File: src/rtl/alu_operand_stack.sv
`default_nettype none
// +--------------------------------------------------------------------------+
// | Module      : alu_operand_stack                                          |
// | Description : Hardware data stack feeding the 16-bit signed ALU. The top  |
// |               two entries are presented as ALU operands, and the ALU      |
// |               result is written back on BIN/UN. One command is executed   |
// |               per accepted valid/ready handshake.                         |
// | Ports       : clk_i         system clock, rising edge                     |
// |               rst_ni        synchronous active-low reset                  |
// |               cmd_valid_i   command request                               |
// |               cmd_ready_o   command can be accepted this cycle            |
// |               cmd_i         0 NOP 1 PUSH 2 POP 3 BIN 4 UN 5 DUP 6 SWAP    |
// |                             7 CLR                                         |
// |               din_i         immediate for PUSH                            |
// |               alu_a_o/b_o   ALU operands                                  |
// |               alu_s_i       ALU result (combinational from a/b/f)         |
// |               top_o         top entry, 0 when empty                       |
// |               count_o       number of valid entries                       |
// |               empty_o/full_o occupancy flags                              |
// |               err_o         sticky error flag                             |
// |               err_code_o    first error: 1 underflow, 2 overflow          |
// | Revision    : 1.0 - initial release                                       |
// +--------------------------------------------------------------------------+
module alu_operand_stack #(
  parameter int WIDTH = 16,
  parameter int DEPTH = 16,
  parameter int CW    = $clog2(DEPTH + 1)
) (
  input  logic                    clk_i,
  input  logic                    rst_ni,
  input  logic                    cmd_valid_i,
  output logic                    cmd_ready_o,
  input  logic [2:0]              cmd_i,
  input  logic signed [WIDTH-1:0] din_i,
  output logic signed [WIDTH-1:0] alu_a_o,
  output logic signed [WIDTH-1:0] alu_b_o,
  input  logic signed [WIDTH-1:0] alu_s_i,
  output logic signed [WIDTH-1:0] top_o,
  output logic [CW-1:0]           count_o,
  output logic                    empty_o,
  output logic                    full_o,
  output logic                    err_o,
  output logic [1:0]              err_code_o
);

  localparam int AW = (DEPTH > 1) ? $clog2(DEPTH) : 1;

  localparam logic [2:0] c_cmd_nop  = 3'd0;
  localparam logic [2:0] c_cmd_push = 3'd1;
  localparam logic [2:0] c_cmd_pop  = 3'd2;
  localparam logic [2:0] c_cmd_bin  = 3'd3;
  localparam logic [2:0] c_cmd_un   = 3'd4;
  localparam logic [2:0] c_cmd_dup  = 3'd5;
  localparam logic [2:0] c_cmd_swap = 3'd6;
  localparam logic [2:0] c_cmd_clr  = 3'd7;

  localparam logic [1:0] c_err_none = 2'd0;
  localparam logic [1:0] c_err_udf  = 2'd1;
  localparam logic [1:0] c_err_ovf  = 2'd2;

  // Entry 0 is the bottom of the stack; the top lives at index count-1.
  logic signed [WIDTH-1:0] mem_q [DEPTH];

  logic [CW-1:0] count_q, count_d;
  logic          err_q, err_d;
  logic [1:0]    err_code_q, err_code_d;
  logic          ready_q, ready_d;

  logic [AW-1:0] idx_t;     // top
  logic [AW-1:0] idx_n;     // second
  logic [AW-1:0] idx_push;  // first free slot
  logic          has_t, has_n, is_full;
  logic signed [WIDTH-1:0] t_val, n_val;

  logic          accept;
  logic          wr_ok;
  logic [1:0]    fault;

  assign idx_t    = AW'(count_q - CW'(1));
  assign idx_n    = AW'(count_q - CW'(2));
  assign idx_push = AW'(count_q);

  assign has_t   = (count_q != '0);
  assign has_n   = (count_q >= CW'(2));
  assign is_full = (count_q == CW'(DEPTH));

  // Missing entries read as zero so stale array contents never leak out.
  assign t_val = has_t ? mem_q[idx_t] : '0;
  assign n_val = has_n ? mem_q[idx_n] : '0;

  // Operand mux follows cmd_i even when no command is being requested,
  // so the ALU result is already settled by the accepting edge.
  assign alu_a_o = (cmd_i == c_cmd_un) ? t_val : n_val;
  assign alu_b_o = (cmd_i == c_cmd_un) ? '0    : t_val;

  assign top_o       = t_val;
  assign count_o     = count_q;
  assign empty_o     = ~has_t;
  assign full_o      = is_full;
  assign err_o       = err_q;
  assign err_code_o  = err_code_q;
  assign cmd_ready_o = ready_q;

  assign accept = cmd_valid_i & ready_q;

  always_comb begin
    count_d    = count_q;
    err_d      = err_q;
    err_code_d = err_code_q;
    ready_d    = 1'b1;
    wr_ok      = 1'b0;
    fault      = c_err_none;

    if (accept) begin
      case (cmd_i)
        c_cmd_nop: ;
        c_cmd_push: begin
          if (is_full) fault = c_err_ovf;
          else begin
            wr_ok   = 1'b1;
            count_d = count_q + CW'(1);
          end
        end
        c_cmd_pop: begin
          if (!has_t) fault = c_err_udf;
          else count_d = count_q - CW'(1);
        end
        c_cmd_bin: begin
          if (!has_n) fault = c_err_udf;
          else begin
            wr_ok   = 1'b1;
            count_d = count_q - CW'(1);
          end
        end
        c_cmd_un: begin
          if (!has_t) fault = c_err_udf;
          else wr_ok = 1'b1;
        end
        c_cmd_dup: begin
          // Empty takes precedence: with nothing to copy it is an underflow.
          if (!has_t)       fault = c_err_udf;
          else if (is_full) fault = c_err_ovf;
          else begin
            wr_ok   = 1'b1;
            count_d = count_q + CW'(1);
          end
        end
        c_cmd_swap: begin
          if (!has_n) fault = c_err_udf;
          else wr_ok = 1'b1;
        end
        c_cmd_clr: begin
          count_d    = '0;
          err_d      = 1'b0;
          err_code_d = c_err_none;
          ready_d    = 1'b0;   // one dead cycle while the array is wiped
        end
        default: ;
      endcase

      if (fault != c_err_none) begin
        err_d = 1'b1;
        if (!err_q) err_code_d = fault;   // first error is kept
      end
    end
  end

  always_ff @(posedge clk_i) begin
    if (!rst_ni) begin
      count_q    <= '0;
      err_q      <= 1'b0;
      err_code_q <= c_err_none;
      ready_q    <= 1'b0;
    end else begin
      count_q    <= count_d;
      err_q      <= err_d;
      err_code_q <= err_code_d;
      ready_q    <= ready_d;
    end
  end

  // Array has no reset; it is wiped during any not-ready cycle and otherwise
  // only written by legal commands. Reset blocks a coincident write.
  always_ff @(posedge clk_i) begin
    if (!ready_q) begin
      for (int i = 0; i < DEPTH; i++) mem_q[i] <= '0;
    end else if (rst_ni && wr_ok) begin
      case (cmd_i)
        c_cmd_push: mem_q[idx_push] <= din_i;
        c_cmd_bin:  mem_q[idx_n]    <= alu_s_i;
        c_cmd_un:   mem_q[idx_t]    <= alu_s_i;
        c_cmd_dup:  mem_q[idx_push] <= t_val;
        c_cmd_swap: begin
          mem_q[idx_t] <= n_val;
          mem_q[idx_n] <= t_val;
        end
        default: ;
      endcase
    end
  end

endmodule
`default_nettype wire
File: config.mk
export PLATFORM = sky130hd
export DESIGN_NAME = alu_operand_stack
export DESIGN_NICKNAME = d
export VERILOG_FILES = /design/src/rtl/alu_operand_stack.sv
export SDC_FILE = /design/constraint.sdc
export NUM_CORES = 1
export LEC_CHECK = 0
export CAP_MARGIN = 20
export CORE_ASPECT_RATIO = 0.75
export CORE_UTILIZATION = 61
export CTS_CLUSTER_SIZE = 14
export DETAILED_ROUTE_END_ITERATION = 8
export PLACE_DENSITY = 0.81
export SLEW_MARGIN = 30
export SYNTH_ARGS = -nofsm -noshare
export SYNTH_HDL_FRONTEND = slang
export SYNTH_SLANG_ARGS = --single-unit
export TNS_END_PERCENT = 100
File: constraint.sdc
create_clock -name clk_i -period 4.8 [get_ports clk_i]
set_input_delay 1.2 -clock clk_i [delete_from_list [all_inputs] [get_ports clk_i]]
set_output_delay 1.2 -clock clk_i [all_outputs]
set_load 0.03 [all_outputs]
==> results of run 1 <==
[worst max-delay path by stage]
stage	startpoint	endpoint	slack, ns	depth (start not counted)
after global placement	cmd_i[1]	alu_a_o[13]	0.35	7
after CTS	count_o[1]	alu_a_o[10]	0.009	8
after floorplan	count_o[0]	alu_a_o[11]	0.14	11
final	count_o[0]	alu_a_o[13]	0.01	10
after global routing	count_o[3]	alu_a_o[13]	-0.02	7
after detailed placement	cmd_i[1]	alu_a_o[11]	0.26	7
[final cells by class]
| cell class | instances | area (sq um) | share of cell area |
|---|---|---|---|
| clock inverter | 15 | 149 | 0.00783 |
| tap | 344 | 430 | 0.0226 |
| sequential | 265 | 7880 | 0.414 |
| clock buffer | 34 | 702 | 0.0369 |
| multi-input combinational | 871 | 7950 | 0.418 |
| timing repair buffer | 199 | 1820 | 0.0956 |
| antenna | 2 | 5.00 | 0.000263 |
| inverter | 24 | 90.1 | 0.00474 |
[layer usage]
layer	global-route usage	share of wire	vias up	wire (microns)
met5	0	0	-	0
met3	0.209	0.22	258	12400
met1	0.571	0.33	6768	18900
li1	-	-	5561	-
met4	0.110	0.041	0	2340
met2	0.589	0.41	1604	23800
[synthesized netlist by cell type, types with 5 or more instances]
library cell	number	share of area
o21ai_0	23	0.0070
o22ai_1	258	0.098
mux4_2	144	0.20
inv_1	24	0.0054
or3_1	7	0.0026
nand2_1	118	0.027
nand2b_1	10	0.0038
a32oi_1	11	0.0058
clkbuf_1	48	0.011
nor3_1	10	0.0030
nand4_1	11	0.0042
and3_1	11	0.0042
and2_1	5	0.0019
nand3_2	16	0.0097
a21boi_0	5	0.0023
mux2i_2	14	0.012
edfxtp_1	256	0.46
nand4_2	6	0.0045
nor2_1	33	0.0075
dfxtp_1	9	0.011
buf_2	75	0.023
ha_1	8	0.0061
xnor2_1	5	0.0026
a22o_1	10	0.0053
nand3_1	76	0.023
nor2b_1	7	0.0026
buf_4	14	0.0064
a21oi_1	18	0.0054
[logic make-up after synthesis]
kind of cell,Yosys count,share of synthesized area
compound gates,353,0.138
simple gates,335,0.110
flops,265,0.476
buf+inv,169,0.0490
mux,163,0.213
xor+xnor,12,0.00839
fa+ha+maj,8,0.00605
[timing repair]
action                     CTS  global route
setup endpoints to repair   17            14
setup buffers                3             2
pin swaps                    0             1
resized for setup            8            13
[state kept, by name, indices dropped and copies added (netlist names)]
signal,cells
count_o,5
mem_q,256
err_code_o,2
cmd_ready_o,1
err_o,1
[worst max-delay path, cell delays in order (launching register included)]
cell and delay (ns):
dfxtp_4 0.39, inv_1 0.13, ha_4 0.35, buf_4 0.25, buf_4 0.25, mux4_2 0.25
nand2_1 0.11, nand3_1 0.16, nand3_1 0.22, o21ai_0 0.22, clkdlybuf4s50_1 0.69
[stage by stage]
stage                     setup WS, ns  hold slack [ns]  instances  cell area, sq um
after global routing           -0.0195            0.536       1752             19000
after global placement           0.350            0.468       1698             18000
after detailed placement         0.261            0.480       1698             18000
after CTS                      0.00906            0.499       1750             19000
after floorplan                  0.138            0.669       1305             16500
final                           0.0111            0.499       1754             19000
[power by group through the flow]
| stage | Combinational [mW] | Clock [mW] | Sequential (mW) |
|---|---|---|---|
| floorplan | 0.694 | 0 | 2.71 |
| global placement | 1.08 | 0 | 2.71 |
| detailed placement | 1.10 | 0 | 2.72 |
| CTS | 1.11 | 2.08 | 2.68 |
| global route | 1.20 | 2.16 | 2.69 |
| finish | 1.18 | 2.11 | 2.68 |
==> reports/summary.txt, run 1 <==
status: finished clean
critical path data required time: 3.60 ns
clk_lat worst skew: 0.55 ns
HP Start: err_code_o[1]
CTS root buf: clkbuf_16
total track usage: 0.417
share of layout cells above drive strength 1: 0.263
Tot Pwr: 5.96 mW
total grt overflow: 0
Setup CP Type: register to output port
hold-fix buffer count after cts: 0
number of global-route vias before repair: 13200
DRT antenna net count: 0
Sum Neg Setup Slack: 0 ns
Hold Crit Class: register to register
pin count of the biggest net entering global routing: 82
clock network power share: 0.353
CP arrival: 3.59 ns
Mapped Nets: 1351
Worst slew margin: 0.431
DR WL/cell: 32.8 microns
Reg-to-Reg Start: count_o[1]
Slew Limit Fails: 0
# port buffers: 96
IO Pins: 97
DR vias: 14200
Core Region: 0.0263 sq mm
Initial DRC Count: 2959
sequential fraction of the synthesis area: 0.476
CTS max path bufs: 3
Yosys reg bits: 265
Max Fclk: 209 MHz
Layout Area Growth over Synthesis: 15.0%
ys flop type: edfxtp_1
CTS Buf Count: 27
max-cap violations: 0
synthesized instance count: 1305
Yosys cell types: 69
Final Skew: 0.0121 ns
Layout Utilization: 0.724
minimum clock period: 4.79 ns
first-pass GRT wire length: 84100 microns
Nets: 1434
Setup crit start kind: register
Chip Width: 192 microns
HPWL Detailed: 39400 microns
Crit. End Element: output port
CTS clk-pin slew, worst paths: 0.06 ns
leading cell type in the layout, fill and taps excluded: o22ai_1
Pleak: 6.60 nW
Int Power: 4.26 mW
Die ar.: 0.0278 sq mm
CTS H-Tree Depth: 1
R2R cell count: 10
combinational power share: 0.197
synth warn: 0
Clock Sinks: 265
First-pass DRT Iterations: 7
Avg Cell Area, Syn: 12.7 sq um
Peak VDD IR: 0.245 mV
net switching power: 1.70 mW
Worst-Margin Slew: 0.853 ns
starting density of the core: 0.629
Residual DRC: 0
Net Sw Frac: 0.286
num rows: 51
Routability Congestion: 0.995
Final Hold Viols: 0
most frequent cells in the layout: o22ai_1 (258), edfxtp_1 (256), mux4_2 (144)
hold depth: 1
ys async rst share: 0
fillers: 1639
DR vias/cell: 8.09
number of flops mapped to enable cells by yosys: 256
crit path max fanout: 10
initial antenna violation count: 2
FF-to-FF End: mem_q[6][13]
hold-critical path endpoint: err_code_o[1]
period utilization: 0.998
sequential share of power: 0.450
TritonCTS clock tree: yes
Mapped Area: 0.0165 sq mm
final setup fails: 0
drt total wl: 57500 microns
Power per Cell Area: 314 mW/mm^2
R2R setup slack: 0.76 ns
Die Ht: 145 microns
No activity file was read; power rests on OpenSTA's default activity.
==> run 2: changes to the inputs <==
- ABC_CLOCK_PERIOD_IN_PS: not set -> 4800
==> results of run 2 <==
Final layout, timing and power as in run 1 (identical DEF).
